File: src/rtl/tx_link_scheduler.sv
// tx_link_scheduler: token-ring transmit scheduler. Merges the forward (RX)
// path and local injection into one registered transmit stage, granting local
// traffic only while this node holds the token (at most MAX_BURST words per
// hold). Optional statistics counters are built when TXARB_STATS_EN is defined.
module tx_link_scheduler #(
  parameter int unsigned MAX_BURST  = 4,
  parameter int unsigned INIT_TOKEN = 0
) (
  input  logic        Clk_R,
  input  logic        Rst,
  input  logic        Fwd_Valid,
  input  logic [54:0] Fwd_Data,
  output logic        Fwd_Ready,
  input  logic        Local_Valid,
  input  logic [54:0] Local_Data,
  output logic        Local_Ready,
  output logic        TX_Data_Valid,
  output logic [54:0] TX_Data,
  input  logic        TX_Data_Ready
`ifdef TXARB_STATS_EN
  ,
  output logic [15:0] Local_Sent_Cnt,
  output logic [15:0] Token_Pass_Cnt
`endif
);

  typedef enum logic [1:0] {IDLE, HOLD, RELEASE} state_e;

  localparam logic [54:0] TOKEN_RST  = 55'h40_0000_0000_0000;
  localparam logic [54:0] LOCAL_MASK = {1'b0, {54{1'b1}}};
  localparam logic [3:0]  BURST_MAX  = 4'(MAX_BURST);

  state_e      state_q, state_d;
  logic        tx_valid_q, tx_valid_d;
  logic [54:0] tx_data_q, tx_data_d;
  logic [54:0] token_q, token_d;
  logic [3:0]  burst_q, burst_d;
  logic        last_local_q, last_local_d;

  logic        out_free;
  logic        fwd_is_token;
  logic        fwd_rdy;
  logic        loc_rdy;
  logic        tok_emit;
  logic [3:0]  burst_inc;

  assign out_free     = !tx_valid_q || TX_Data_Ready;
  assign fwd_is_token = Fwd_Data[54];
  assign burst_inc    = burst_q + 4'd1;

  // Next-state, arbitration and output-register load
  always_comb begin
    state_d      = state_q;
    tx_valid_d   = tx_valid_q;
    tx_data_d    = tx_data_q;
    token_d      = token_q;
    burst_d      = burst_q;
    last_local_d = last_local_q;
    fwd_rdy      = 1'b0;
    loc_rdy      = 1'b0;
    tok_emit     = 1'b0;

    // A free register with nothing loaded this cycle goes empty.
    if (out_free) tx_valid_d = 1'b0;

    unique case (state_q)
      IDLE: begin
        if (Fwd_Valid && fwd_is_token) begin
          // Token capture does not need the output register.
          fwd_rdy = 1'b1;
          token_d = Fwd_Data;
          state_d = Local_Valid ? HOLD : RELEASE;
        end else if (Fwd_Valid && out_free) begin
          fwd_rdy    = 1'b1;
          tx_valid_d = 1'b1;
          tx_data_d  = Fwd_Data;
        end
      end

      HOLD: begin
        if (out_free) begin
          if (Local_Valid && (!(Fwd_Valid && !fwd_is_token) || !last_local_q)) begin
            loc_rdy      = 1'b1;
            tx_valid_d   = 1'b1;
            tx_data_d    = Local_Data & LOCAL_MASK;
            last_local_d = 1'b1;
            burst_d      = burst_inc;
            if (burst_inc == BURST_MAX) state_d = RELEASE;
          end else if (Fwd_Valid && !fwd_is_token) begin
            fwd_rdy      = 1'b1;
            tx_valid_d   = 1'b1;
            tx_data_d    = Fwd_Data;
            last_local_d = 1'b0;
          end
          if (!Local_Valid) state_d = RELEASE;
        end
      end

      RELEASE: begin
        if (out_free) begin
          tx_valid_d = 1'b1;
          tx_data_d  = token_q;
          burst_d    = '0;
          tok_emit   = 1'b1;
          state_d    = IDLE;
        end
      end

      default: state_d = IDLE;
    endcase
  end

  assign Fwd_Ready     = fwd_rdy && !Rst;
  assign Local_Ready   = loc_rdy && !Rst;
  assign TX_Data_Valid = tx_valid_q;
  assign TX_Data       = tx_data_q;

  // State and datapath registers with synchronous reset
  always_ff @(posedge Clk_R) begin
    if (Rst) begin
      state_q      <= (INIT_TOKEN != 0) ? HOLD : IDLE;
      tx_valid_q   <= 1'b0;
      tx_data_q    <= '0;
      token_q      <= (INIT_TOKEN != 0) ? TOKEN_RST : '0;
      burst_q      <= '0;
      last_local_q <= 1'b0;
    end else begin
      state_q      <= state_d;
      tx_valid_q   <= tx_valid_d;
      tx_data_q    <= tx_data_d;
      token_q      <= token_d;
      burst_q      <= burst_d;
      last_local_q <= last_local_d;
    end
  end

`ifdef TXARB_STATS_EN
  logic [15:0] local_cnt_q, local_cnt_d;
  logic [15:0] token_cnt_q, token_cnt_d;

  // Saturating traffic counters
  always_comb begin
    local_cnt_d = local_cnt_q;
    token_cnt_d = token_cnt_q;
    if (loc_rdy && Local_Valid && (local_cnt_q != '1)) local_cnt_d = local_cnt_q + 16'd1;
    if (tok_emit && (token_cnt_q != '1)) token_cnt_d = token_cnt_q + 16'd1;
  end

  // Counter registers
  always_ff @(posedge Clk_R) begin
    if (Rst) begin
      local_cnt_q <= '0;
      token_cnt_q <= '0;
    end else begin
      local_cnt_q <= local_cnt_d;
      token_cnt_q <= token_cnt_d;
    end
  end

  assign Local_Sent_Cnt = local_cnt_q;
  assign Token_Pass_Cnt = token_cnt_q;
`endif

endmodule
File: config.mk
export PLATFORM = sky130hd
export DESIGN_NAME = tx_link_scheduler
export DESIGN_NICKNAME = d
export VERILOG_FILES = /design/src/rtl/tx_link_scheduler.sv
export SDC_FILE = /design/constraint.sdc
export NUM_CORES = 1
export LEC_CHECK = 0
export CAP_MARGIN = 20
export CORE_MARGIN = 8
export CORE_UTILIZATION = 45
export DETAILED_ROUTE_END_ITERATION = 7
export GPL_TIMING_DRIVEN = 0
export PLACE_DENSITY = 0.79
export SYNTH_ARGS = -nofsm -noshare
export SYNTH_HDL_FRONTEND = slang
export SYNTH_SLANG_ARGS = --single-unit
export TNS_END_PERCENT = 5
File: constraint.sdc
create_clock -name Clk_R -period 2.6 [get_ports Clk_R]
set_input_delay 0.39 -clock Clk_R [delete_from_list [all_inputs] [get_ports Clk_R]]
set_output_delay 0.39 -clock Clk_R [all_outputs]
set_load 0.02 [all_outputs]
==> results of run 1 <==
==> logic make-up (layout without fill, tap and decap cells) <==
kind of cell / count (synthesis) / in the layout / share of synthesized area
compound gates: 242 / 242 / 0.324
simple gates: 150 / 150 / 0.128
flops: 118 / 118 / 0.461
buf+inv: 71 / 269 / 0.0662
fa+ha+maj: 6 / 6 / 0.0147
xor+xnor: 2 / 2 / 0.00342
mux: 1 / 1 / 0.00196
==> where the power goes <==
part	internal [mW]	switching, mW	total (mW)
logic	2.15	2.79	4.94
registers	2.40	0.351	2.75
clock network	1.44	0.790	2.23
total	6.00	3.93	9.93
==> worst max path at each step <==
| stage | from | endpoint | slack [ps] | cells after the start |
|---|---|---|---|---|
| 3_5_place_dp | Local_Valid | Fwd_Ready | 20 | 5 |
| 3_3_place_gp | Local_Valid | Fwd_Ready | 30 | 5 |
| 4_1_cts | state_q[1]$_SDFFE_PP0P_ | Fwd_Ready | 20 | 7 |
| 6_report | state_q[1]$_SDFFE_PP0P_ | Fwd_Ready | 230 | 7 |
| 5_1_grt | state_q[1]$_SDFFE_PP0P_ | TX_Data[37]$_SDFFE_PP0P_ | 50 | 8 |
| 2_1_floorplan | Fwd_Data[54] | Fwd_Ready | 420 | 5 |
==> repair_timing <==
item	in CTS	in global routing
gates resized for setup	4	6
pin swaps	0	0
setup endpoints to repair	2	2
==> metrics by stage <==
stage | setup slack, ps | instance area, um^2 | power [mW] | utilization | cells
detailed placement | 19.5 | 6980 | 7.65 | 0.619 | 901
CTS | 15.8 | 7540 | 9.91 | 0.669 | 931
finish | 232 | 7540 | 9.93 | 0.669 | 931
global route | 46.1 | 7540 | 10.5 | 0.669 | 931
global placement | 25.1 | 6980 | 7.52 | 0.619 | 901
floorplan | 420 | 5120 | 5.78 | - | 590
==> metal layers <==
layer  routed length, um  vias up  part of all wire  global-route usage
met5                   9        -           0.00050                   0
met3                1840       31              0.10              0.0828
met2                8830      332              0.49               0.392
li1                    -     2615                 -                   -
met1                7180     2651              0.40               0.265
met4                 292        2             0.016              0.0754
==> cells in the mapped netlist (2+ instances only) <==
library cell	n	area share
and2_1	2	0.0024
nand3_1	3	0.0029
buf_2	10	0.0098
nand3b_1	2	0.0029
buf_4	2	0.0029
a211oi_1	54	0.079
inv_1	5	0.0037
xor2_1	2	0.0034
or4_1	3	0.0044
nor2b_1	3	0.0037
and3_1	2	0.0024
o21ai_0	4	0.0039
clkbuf_1	42	0.031
a222oi_1	54	0.11
nor2_1	9	0.0066
nor3_1	3	0.0029
dfxtp_1	118	0.46
buf_1	5	0.0037
a311oi_1	2	0.0034
nand2_1	114	0.084
ha_1	6	0.015
nand2b_1	2	0.0024
a21oi_1	117	0.11
buf_6	7	0.015
==> cell type report <==
class,instances,area share
plain buffers,66,0.0425
flip-flops and latches,118,0.313
repair buffers,168,0.222
clock inverters,9,0.0138
well taps,143,0.0237
clock buffers,21,0.0611
inverters,5,0.00249
multi-input cells,401,0.322
==> registers in the layout, indices dropped and copies added, names as in the netlist <==
signal         cells
burst_q            4
last_local_q       1
TX_Data_Valid      1
state_q            2
token_q           55
TX_Data           55
==> worst max-delay path, delay by kind of cell (launching register included) <==
| kind | cells | cell delay (ps) |
|---|---|---|
| buf+inv | 3 | 500 |
| flops | 1 | 340 |
| simple gates | 1 | 220 |
| compound gates | 2 | 310 |
| fa+ha+maj | 1 | 210 |
==> impl_metrics.sql, run 1 <==
INSERT INTO impl_metrics (metric_group, metric, value, unit) VALUES
('clock_tree', 'maximum_clock_path_buffer_count', '2', ''),
('worst_setup_path', 'cp_slowest_stage_delay', '340', 'ps'),
('clock_tree', 'cts_root_buffer', 'clkbuf_16', ''),
('yosys', 'synth_warnings', '0', ''),
('hold_path', 'worst_hold_path_type', 'in2reg', ''),
('drt', 'avgRoutedWirePerCell', '19.5', 'um'),
('global_routing', 'grt_overflow', '0', ''),
('worst_setup_path', 'ff2ff_path_depth', '8', ''),
('drt', 'drcViolationCount', '8', ''),
('placed_design', 'placement.io_buffers', '168', ''),
('outcome', 'outcome', 'complete, but fails checks', ''),
('global_routing', 'antenna_found_initial', '1', ''),
('floorplan', 'die_area', '15000', 'um^2'),
('pwr', 'ir_drop', '759', 'uV'),
('clock_tree', 'cts.htree.levels', '4', ''),
('drt', 'vias', '5631', ''),
('pwr', 'leakage', '2.63', 'nW'),
('timing', 'final_sum_of_negative_setup_slack', '0', 'ps'),
('yosys', 'mappedNetlistNets', '711', ''),
('clock_tree', 'cts.reportedPaths.clkPinSlew', '50', 'ps'),
('global_routing', 'grt_first_pass_wirelength', '27700', 'um'),
('worst_setup_path', 'startpoint_type', 'flip-flop', ''),
('hold_path', 'hold_path.startpoint', 'Fwd_Data[54]', ''),
('global_routing', 'grt_start_max_net_pins', '17', ''),
('finish', 'layout_commonest_cell', 'clkdlybuf4s50_1', ''),
('worst_setup_path', 'critPathArrivalTime', '1980', 'ps'),
('worst_setup_path', 'worstPathRequired', '2210', 'ps'),
('finish', 'area_growth', '47.3', '%'),
('yosys', 'synth_edf_count', '0', ''),
('outcome', 'failing_checks', 'design-rule violations', ''),
('yosys', 'synthesis.instances', '590', ''),
('worst_setup_path', 'crit_type', 'reg2out', ''),
('finish', 'final_nets', '898', ''),
('worst_setup_path', 'critical_path_peak_fanout', '10', ''),
('timing', 'hold-worst-slack', '384', 'ps'),
('timing', 'rsz_0062_raised_after_global_routing', 'false', ''),
('timing', 'worst_clock_skew', '6.26', 'ps'),
('yosys', 'synth_area', '5120', 'um^2'),
('hold_path', 'whs_endpoint', 'TX_Data[54]$_SDFFE_PP0P_', ''),
('flow_run', 'timing.max_cap.violations', '0', ''),
('clock_tree', 'clkLatencyLatePin', '400', 'ps'),
('timing', 'report.final.hold_viol_count', '0', ''),
('floorplan', 'rows', '39', ''),
('clock_tree', 'numClockSinks', '118', ''),
('timing', 'timing_worst_slew_pin_value', '604', 'ps'),
('clock_tree', 'cts_tree', 'built', ''),
('floorplan', 'io_pins', '173', ''),
('clock_tree', 'post-cts-setup-buffers', '0', ''),
('floorplan', 'floorplan.initialDensity', '0.454', ''),
('worst_setup_path', 'worst-r2r-setup-slack', '240', 'ps'),
('finish', 'fill_cells', '921', ''),
('finish', 'multi_input_area', '2420', 'um^2'),
('worst_setup_path', 'crit-reg2reg-capture', 'TX_Data[37]$_SDFFE_PP0P_', ''),
('finish', 'antenna_cells', '0', ''),
('drt', 'routed_wl', '18200', 'um'),
('hold_path', 'hold_critical_path_depth', '3', ''),
('timing', 'max_freq', '422', 'MHz'),
('worst_setup_path', 'timing.critical_path.cells', 'inv_1 -> ha_1 -> buf_4 -> a21boi_1 -> a21oi_1 -> nor4b_2 -> clkbuf_2', ''),
('pwr', 'power.density_cell_area', '1320', 'nW/um^2'),
('yosys', 'synthFlopType', 'dfxtp_1', ''),
('drt', 'detail_route.vias_per_cell', '6.05', ''),
('floorplan', 'core', '11300', 'um^2'),
('finish', 'register_area', '2360', 'um^2'),
('global_routing', 'track_usage', '0.231', ''),
('clock_tree', 'postCtsHoldBufs', '0', ''),
('worst_setup_path', 'crit_path_top_delay_cell', 'dfxtp_1', ''),
('finish', 'layout.cells.most_common_list', '166 x clkdlybuf4s50_1, 118 x dfxtp_1, 117 x a21oi_1', ''),
('placed_design', 'dpl.hpwl', '13100', 'um'),
('yosys', 'ys_seq_elements', '118', ''),
('clock_tree', 'numCtsBuffers', '17', ''),
('drt', 'drt-initial-drc-count', '855', '');
No activity file was read; power rests on OpenSTA's default activity.
==> run 2: changes to the inputs <==
--- a/config.mk
+++ b/config.mk
@@ -5,7 +5,6 @@
 export SDC_FILE = /design/constraint.sdc
 export NUM_CORES = 1
 export LEC_CHECK = 0
-export CAP_MARGIN = 20
 export CORE_MARGIN = 8
 export CORE_UTILIZATION = 45
 export DETAILED_ROUTE_END_ITERATION = 7
==> results of run 2 <==
Same layout as run 1: the final DEF is identical, and so are final timing and power.
==> run 3: changes to the inputs <==
--- a/config.mk
+++ b/config.mk
@@ -5,11 +5,12 @@
 export SDC_FILE = /design/constraint.sdc
 export NUM_CORES = 1
 export LEC_CHECK = 0
-export CORE_MARGIN = 8
+export CORE_MARGIN = 2
 export CORE_UTILIZATION = 45
 export DETAILED_ROUTE_END_ITERATION = 7
 export GPL_TIMING_DRIVEN = 0
 export PLACE_DENSITY = 0.79
+export SLEW_MARGIN = 20
 export SYNTH_ARGS = -nofsm -noshare
 export SYNTH_HDL_FRONTEND = slang
 export SYNTH_SLANG_ARGS = --single-unit
==> impl_metrics.sql, run 3 (synthesis results as in run 1) <==
INSERT INTO impl_metrics (metric_group, metric, value, unit) VALUES
('clock_tree', 'cts.reportedPaths.clkPinSlew', '50', 'ps'),
('worst_setup_path', 'cp_slowest_stage_delay', '350', 'ps'),
('drt', 'drcViolationCount', '22', ''),
('finish', 'antenna_cells', '0', ''),
('clock_tree', 'cts_tree', 'built', ''),
('drt', 'avgRoutedWirePerCell', '18.3', 'um'),
('global_routing', 'grt_start_max_net_pins', '17', ''),
('pwr', 'power.density_cell_area', '1320', 'nW/um^2'),
('global_routing', 'grt_use_met2', '0.440', ''),
('global_routing', 'antenna_found_initial', '0', ''),
('hold_path', 'worst_hold_path_type', 'in2reg', ''),
('finish', 'area_growth', '47.7', '%'),
('placed_design', 'placement.io_buffers', '168', ''),
('clock_tree', 'clkLatencyLatePin', '410', 'ps'),
('drt', 'route.antenna.remaining_nets', '0', ''),
('placed_design', 'numPlacedInstances', '898', ''),
('global_routing', 'track_usage', '0.267', ''),
('worst_setup_path', 'crit_path_top_delay_cell', 'dfxtp_1', ''),
('drt', 'drt-initial-drc-count', '649', ''),
('timing', 'rsz_0062_raised_after_global_routing', 'true', ''),
('timing', 'final_sum_of_negative_setup_slack', '0', 'ps'),
('timing', 'final-setup-viol-count', '0', ''),
('clock_tree', 'maximum_clock_path_buffer_count', '2', ''),
('global_routing', 'grt.met3_usage', '0.0765', ''),
('clock_tree', 'postCtsHoldBufs', '0', ''),
('floorplan', 'core', '11000', 'um^2'),
('worst_setup_path', 'critPathArrivalTime', '2090', 'ps'),
('floorplan', 'floorplan.initialDensity', '0.466', ''),
('pwr', 'leakage', '2.63', 'nW'),
('finish', 'layout_commonest_cell', 'clkdlybuf4s50_1', ''),
('global_routing', 'grt_first_pass_wirelength', '26800', 'um'),
('timing', 'max_freq', '403', 'MHz'),
('timing', 'final_max_slew_viol_count', '0', ''),
('outcome', 'outcome', 'complete, but fails checks', ''),
('finish', 'drive_above_1_share', '0.0697', ''),
('pwr', 'ir_drop', '635', 'uV'),
('worst_setup_path', 'worstPathRequired', '2210', 'ps'),
('clock_tree', 'cts.htree.levels', '4', ''),
('worst_setup_path', 'critical_path_peak_fanout', '10', ''),
('placed_design', 'dpl.hpwl', '12200', 'um'),
('worst_setup_path', 'crit_type', 'reg2out', ''),
('timing', 'timing.max_slew.rel_slack', '0.570', ''),
('floorplan', 'io_pins', '173', ''),
('timing', 'timing_worst_slew_pin_value', '644', 'ps'),
('drt', 'detailedRoute.firstPassIterationCount', '8', ''),
('global_routing', 'grt_pass1_vias', '5388', ''),
('drt', 'routed_wl', '17000', 'um'),
('finish', 'finalInstanceArea', '7560', 'um^2'),
('floorplan', 'die_width', '111', 'um'),
('worst_setup_path', 'startpoint_type', 'flip-flop', ''),
('placed_design', 'gpl_congestion', '0.890', ''),
('clock_tree', 'numCtsBuffers', '17', ''),
('worst_setup_path', 'kind_of_capture_point_of_the_worst_setup_path', 'output port', ''),
('floorplan', 'die_area', '12200', 'um^2'),
('drt', 'detail_route.vias_per_cell', '6.05', ''),
('worst_setup_path', 'timing.critical_path.buf_inv', '3', ''),
('finish', 'layout.cells.most_common_list', '166 x clkdlybuf4s50_1, 118 x dfxtp_1, 117 x a21oi_1', ''),
('placed_design', 'placed_area', '6980', 'um^2'),
('floorplan', 'chipHeight', '111', 'um'),
('timing', 'period_minus_slack', '2480', 'ps'),
('outcome', 'failing_checks', 'design-rule violations', ''),
('worst_setup_path', 'timing.critical_path.cells', 'inv_1 -> ha_1 -> buf_4 -> and2_2 -> nand2_1 -> nor3_1 -> clkdlybuf4s15_1', ''),
('clock_tree', 'cts_root_buffer', 'clkbuf_16', ''),
('clock_tree', 'numClockSinks', '118', ''),
('flow_run', 'timing.max_cap.violations', '0', ''),
('global_routing', 'grt_overflow', '0', ''),
('global_routing', 'met1_usage', '0.333', ''),
('timing', 'worst_clock_skew', '12.6', 'ps'),
('timing', 'final.period_utilization', '0.955', ''),
('timing', 'report.final.hold_viol_count', '0', ''),
('worst_setup_path', 'timing.critical_path.max_delay_family', 'buffers and inverters', ''),
('floorplan', 'rows', '38', ''),
('finish', 'fin_cells', '929', ''),
('global_routing', 'globalRoute.busiestLayer', 'met2', ''),
('finish', 'fill_cells', '868', ''),
('finish', 'final_nets', '898', ''),
('drt', 'vias', '5620', '');
-- run 3: changes by cell type in the layout (fill, tap and decap cells not counted), sizes merged --
cell	previous run	this run
clkinv	5	4
inv	5	7
clkdlybuf4s15	0	1
clkbuf	65	61
clkinvlp	2	5
-- run 3: layout make-up --
| class | instances | area [um^2] | share of cell area |
|---|---|---|---|
| buffer | 66 | 320 | 0.0424 |
| clock buffer | 18 | 439 | 0.0581 |
| clock inverter | 13 | 150 | 0.0199 |
| inverter | 5 | 18.8 | 0.00248 |
| multi-input combinational | 401 | 2420 | 0.320 |
| sequential | 118 | 2360 | 0.312 |
| tap | 140 | 175 | 0.0232 |
| timing repair buffer | 168 | 1680 | 0.222 |
-- run 3: worst paths after layout --
path,from,to,slack (ps),cells after the start
worst max-delay path,state_q[1]$_SDFFE_PP0P_,Local_Ready,120,7
worst min-delay path,Fwd_Data[54],TX_Data[54]$_SDFFE_PP0P_,370,3
worst max register to register,state_q[1]$_SDFFE_PP0P_,TX_Data[36]$_SDFFE_PP0P_,210,8
worst min register to register,token_q[38]$_SDFFE_PP0P_,token_q[38]$_SDFFE_PP0P_,460,2
-- run 3: where the power goes --
part	internal [mW]	leakage (nW)	total, mW	switching [mW]
Combinational	2.15	1.39	4.91	2.76
Sequential	2.40	0.968	2.75	0.354
Clock	1.44	0.271	2.32	0.877
-- run 3: timing repair --
action	4_1_cts	5_1_grt
setup endpoints to repair	2	2
endpoints found under the hold margin	0	0
gates resized for setup	3	4
setup buffers	0	0
-- run 3: tightest hold or removal path, cell delays in order --
cell      delay (ps)
buf_4            150
o21ai_0          100
a311oi_1          90
-- run 3: stage by stage --
step            util  total power, mW  hold WS (ps)  setup WS [ps]
2_1_floorplan      -             5.78           436            420
3_3_place_gp   0.635             7.49           441           54.4
3_5_place_dp   0.635             7.61           447          0.361
4_1_cts        0.689             9.94           367           5.91
5_1_grt        0.688             10.5           391          -9.33
6_report       0.688             9.98           371            117
-- run 3: layer usage --
metal  part of all wire  vias to the layer above
met5                  0                        -
met4              0.019                        0
met3              0.097                       31
met2               0.48                      328
met1               0.40                     2649
li1                   -                     2612
==> variant 1 (flow settings as in run 3) <==
Re-encode `state_e` (3 states) as one-hot, 3 bits wide.
--- a/src/rtl/tx_link_scheduler.sv
+++ b/src/rtl/tx_link_scheduler.sv
@@ -24,7 +24,7 @@
 `endif
 );
 
-  typedef enum logic [1:0] {IDLE, HOLD, RELEASE} state_e;
+  typedef enum logic [2:0] {IDLE = 3'b001, HOLD = 3'b010, RELEASE = 3'b100} state_e;
 
   localparam logic [54:0] TOKEN_RST  = 55'h40_0000_0000_0000;
   localparam logic [54:0] LOCAL_MASK = {1'b0, {54{1'b1}}};
Check against the original RTL: no difference found for any inputs over 4 cycles, from zero or initial values and one cycle with Rst high; so few cycles prove little.
==> variant 1 against run 3 <==
Sequential cell count up 1; design area up 5.1%; maximum frequency down 2.2%; wire length up 0.58%; setup slack worse by 0.055 ns; highest routed layer unchanged; area after synthesis up 5.5%.
Power is not compared: it rests on default switching activity, and its combinational part moved more than twofold at a synthesized area within 25%.
==> variant 1: results <==
[global_routing]
grt_antenna_before_repair = 0
grt_pass1_vias = 5656
grt_use_met2_pct = 46.4
grt.total_usage_pct = 26.4
groute.layer.met1.usage_pct = 31.0
globalRouteMet3Util_pct = 5.05

[route]
first_pass_iters = 6
detail_route.wirelength_um = 17100
met1_layer_wirelength_in_the_final_routing_um = 6990
route.met3.wl_um = 1100
detailedRoute.firstIterationViolations = 412
route.detailed.vias_per_inst = 5.74
detailroute.wirelength.met2_um = 8530

[sta]
worst_slew_pin_slew_ns = 0.869
hold_slack_ns = 0.456
fin_skew_ns = 0.00840

[cells_and_area]
post-route-util_pct = 67.0
number_of_fillers_in_the_final_layout = 943
final-instance-count-excl-fill = 970
post_route_cells_drive_above_1_share_pct = 14.7
finalNetCount = 927

[outcome]
outcome = "completed"

[placed_design]
globalplace.congestion = 0.890
place_inst = 938
hpwlAfterDp_um = 12000
placed_instance_area_um2 = 7290
portBuffers = 170
dp_worst_setup_slack_ns = -0.155

[min_path]
min_path_cells = 2
worst_hold_path_type = "register to register"
holdCritStartpoint = "token_q[39]$_SDFFE_PP0P_"
worst_hold_path.endpoint = "token_q[39]$_SDFFE_PP0P_"

[worst_setup_path]
ff_to_ff_start = "state_q[0]$_SDFFE_PP1P_"
cp_slowest_stage_delay_ns = 0.60
cell_with_the_largest_stage_delay_on_the_worst_path = "sky130_fd_sc_hd__clkdlybuf4s50_1"
rr_worst_depth = 5
cpLargestDelayFamily = "simple AND/OR/NAND/NOR gates"
r2r_end = "token_q[10]$_SDFFE_PP0P_"
setup.reg_to_reg.worst_slack_ns = 0.45

[synthesis]
synth_compound_area_share_pct = 29.9
synth_cell_types = 38
post_synth_xor_area_fraction_pct = 0.324
ys_seq_area_share_pct = 44.1
synth_fa_ha_area_share_pct = 0.463
netlist_instances = 621
number_of_nets_produced_by_synthesis = 738
synth.area.mux_share_pct = 0.185
==> variant 1: worst max-delay path by stage <==
stage                  endpoint  slack, ns
detailed placement    Fwd_Ready      -0.16
global route        Local_Ready     0.0002
CTS                 Local_Ready       0.06
floorplan             Fwd_Ready       0.71
finish              Local_Ready       0.06
global placement      Fwd_Ready      -0.11
==> variant 1: area by class of cell <==
type / instances / area share (%)
Buffer: 54 / 3.62
Clock inverter: 12 / 2.50
Timing Repair Buffer: 170 / 21.4
Inverter: 2 / 0.0945
Multi-Input combinational cell: 446 / 34.4
Sequential cell: 119 / 30.0
Clock buffer: 20 / 5.75
Tap cell: 147 / 2.31
==> variant 1: repair_timing <==
action                                  4_1_cts  5_1_grt
endpoints found under the setup margin        2        0
gates resized for setup                       2        0
hold buffers                                  0        0
==> variant 1: cell families (layout without fill, tap and decap cells) <==
| family | after synthesis | count (layout) |
|---|---|---|
| buffers and inverters | 56 | 258 |
| xor gates and xnor gates | 2 | 2 |
| and+or+nand+nor | 252 | 252 |
| AOI/OAI and AO/OA | 189 | 189 |
| muxes | 1 | 1 |
| adders and majority gates | 2 | 2 |
| DFF | 119 | 119 |
==> variant 1: worst reg2reg max path, cell delays in order (launching register included) <==
cell,delay [ns]
sky130_fd_sc_hd__dfxtp_1,0.50
sky130_fd_sc_hd__nand2b_1,0.15
sky130_fd_sc_hd__nor3_2,0.72
sky130_fd_sc_hd__clkbuf_1,0.43
sky130_fd_sc_hd__nand2_1,0.12
sky130_fd_sc_hd__a21oi_1,0.15
==> variant 1: power by group <==
| group | total, mW | internal [mW] | switching [mW] |
|---|---|---|---|
| registers | 2.09 | 1.99 | 0.0952 |
| clock network | 2.60 | 1.75 | 0.850 |
| logic | 1.17 | 0.553 | 0.622 |
| total | 5.86 | 4.29 | 1.57 |
==> variant 2 (flow settings as in run 3) <==
Made on the original files. Build with the macro `TXARB_STATS_EN` defined.
--- a/src/rtl/tx_link_scheduler.sv
+++ b/src/rtl/tx_link_scheduler.sv
@@ -2,6 +2,8 @@
 // path and local injection into one registered transmit stage, granting local
 // traffic only while this node holds the token (at most MAX_BURST words per
 // hold). Optional statistics counters are built when TXARB_STATS_EN is defined.
+`define TXARB_STATS_EN
+
 module tx_link_scheduler #(
   parameter int unsigned MAX_BURST  = 4,
   parameter int unsigned INIT_TOKEN = 0
Behaviour (old outputs only; new: Local_Sent_Cnt and Token_Pass_Cnt): unchanged (equiv_simple and equiv_induct, registers matched by name and starting in step).
==> variant 2 against run 3 <==
The run now ends clean; setup slack got worse by 0.012 ns; sequential cell count increased by 32; area after synthesis is 33% higher; design area increased by 28%; sequential share of layout area down 0.22 points; critical path depth fell by 1; wire length grew 29%; total power fell by 0.16%; highest routed layer unchanged.
==> variant 2: results <==
[placed_design]
portBuffers = 200
globalplace.congestion = 0.854
placed_instance_area_um2 = 9020
hpwlAfterDp_um = 15700
place_inst = 1178

[cells_and_area]
number_of_fillers_in_the_final_layout = 1265
insertedDiodeCount = 0
post_route_cells_drive_above_1_share_pct = 7.22
finalNetCount = 1135
final-seq-area_um2 = 3000

[power]
power_switching_mw = 3.78
ir_drop_uv = 558
leakage_nw = 3.33

[worst_setup_path]
timing.critical_path.arrival_ns = 2.10
largest_driver_fanout_on_the_critical_path = 10
setup.reg_to_reg.worst_slack_ns = 0.11

[clock_network]
htree_num_levels = 4
clockRootBuffer = "sky130_fd_sc_hd__clkbuf_16"
clock_path_buffers = 2
clkTransAtPathRegs_ns = 0.06
insertion_delay_of_the_later_clocked_pin_in_the_worst_skew_pair_ns = 0.43
cts_setup_buffers = 0
cts_inserted_buffers = 17
post_cts_resize_count = 11

[synthesis]
synth_area_per_cell_um2 = 8.55
netlist_top_cells_count = "150 x sky130_fd_sc_hd__dfxtp_1, 132 x sky130_fd_sc_hd__a21oi_1, 125 x sky130_fd_sc_hd__nand2_1"
synth_async_sr_flop_share_pct = 0
yosys-top-cells-area = "sky130_fd_sc_hd__dfxtp_1 44%, sky130_fd_sc_hd__a21oi_1 9.7%, sky130_fd_sc_hd__a222oi_1 8.0%"
ys_seq_area_share_pct = 44.2
number_of_nets_produced_by_synthesis = 917
synthesis.yosys.warnings = 0
synth_cell_types = 51

[route]
detailroute.via_count = 7245
post_drt_wl_per_cell_um = 18.2
detailedRoute.firstIterationViolations = 1042
first_pass_iters = 7
route.detailed.vias_per_inst = 5.99

[outcome]
outcome = "completed"

[global_routing]
grt.total_usage_pct = 26.8
grt_pass1_wl_um = 34800
grt_max_degree = 20
grt_pass1_vias = 6782
grt_antenna_before_repair = 0

[sta]
hold_slack_ns = 0.455
fin_skew_ns = 0.00590
worst_slew_pin_slew_ns = 0.691

[min_path]
worst_hold_path_type = "register to register"
[variant 2: cell types whose count changed after synthesis, sizes merged, moves of 10 or more]
cell and change:
mux2 +14, dfxtp +32, clkbuf +10, or4 +11
nand2 +11, nor2 +21, a21oi +15, nand3 +11
nor2b +10
[variant 2: layout make-up]
class                      count  share of cell area [%]
multi-input combinational    554                    35.4
sequential                   150                    31.0
timing repair buffer         200                    20.7
clock buffer                  19                    4.68
buffer                        78                    3.44
tap                          184                    2.38
clock inverter                13                    1.98
inverter                      11                   0.427
[variant 2: power groups by stage]
stage / combinational [mW] / sequential [mW] / clock, mW
finish: 4.29 / 3.00 / 2.68
global route: 4.67 / 3.04 / 2.82
CTS: 4.25 / 2.99 / 2.70
detailed placement: 4.24 / 3.03 / 0
global placement: 4.19 / 3.02 / 0
floorplan: 2.40 / 3.34 / 0
[variant 2: worst paths after layout]
| check | startpoint | to | depth (start not counted) |
|---|---|---|---|
| worst max-delay path | TX_Data_Ready | Fwd_Ready | 6 |
| worst min-delay path | token_q[49]$_SDFFE_PP0P_ | token_q[49]$_SDFFE_PP0P_ | 2 |
| worst min register to register | token_q[49]$_SDFFE_PP0P_ | token_q[49]$_SDFFE_PP0P_ | 2 |
| worst max register to register | state_q[1]$_SDFFE_PP0P_ | TX_Data[27]$_SDFFE_PP0P_ | 9 |
[variant 2: per-stage QoR]
step	setup slack, ns	setup TNS [ns]
CTS	0.101	0
finish	0.106	0
global route	-0.136	-2.23
global placement	-0.491	-0.972
floorplan	0.533	0
detailed placement	-0.495	-1.03
[variant 2: cell families (layout without fill, tap and decap cells)]
group / Yosys count / in the layout / share of synthesized area, %
XOR/XNOR: 2 / 2 / 0.258
flip-flops: 150 / 150 / 44.2
buffers and inverters: 90 / 321 / 5.38
multiplexers: 16 / 16 / 2.62
AND/OR/NAND/NOR: 244 / 244 / 17.5
AO/OA/AOI/OAI: 284 / 284 / 28.6
adder cells (fa/ha/maj): 8 / 8 / 1.47
[variant 2: per-layer routing]
| metal | share of wire [%] | GRT usage (%) | vias up |
|---|---|---|---|
| met4 | 2.7 | 11.0 | 0 |
| met2 | 47 | 42.4 | 343 |
| li1 | - | - | 3451 |
| met1 | 42 | 35.5 | 3406 |
| met3 | 8.2 | 5.90 | 45 |
| met5 | 0 | 0 | - |
[variant 2: critical path, cell delays in order]
cell	delay (ns)
sky130_fd_sc_hd__clkdlybuf4s50_1	0.50
sky130_fd_sc_hd__nand2b_1	0.21
sky130_fd_sc_hd__clkbuf_2	0.27
sky130_fd_sc_hd__nor2_1	0.08
sky130_fd_sc_hd__nor4b_2	0.32
sky130_fd_sc_hd__clkdlybuf4s15_2	0.32
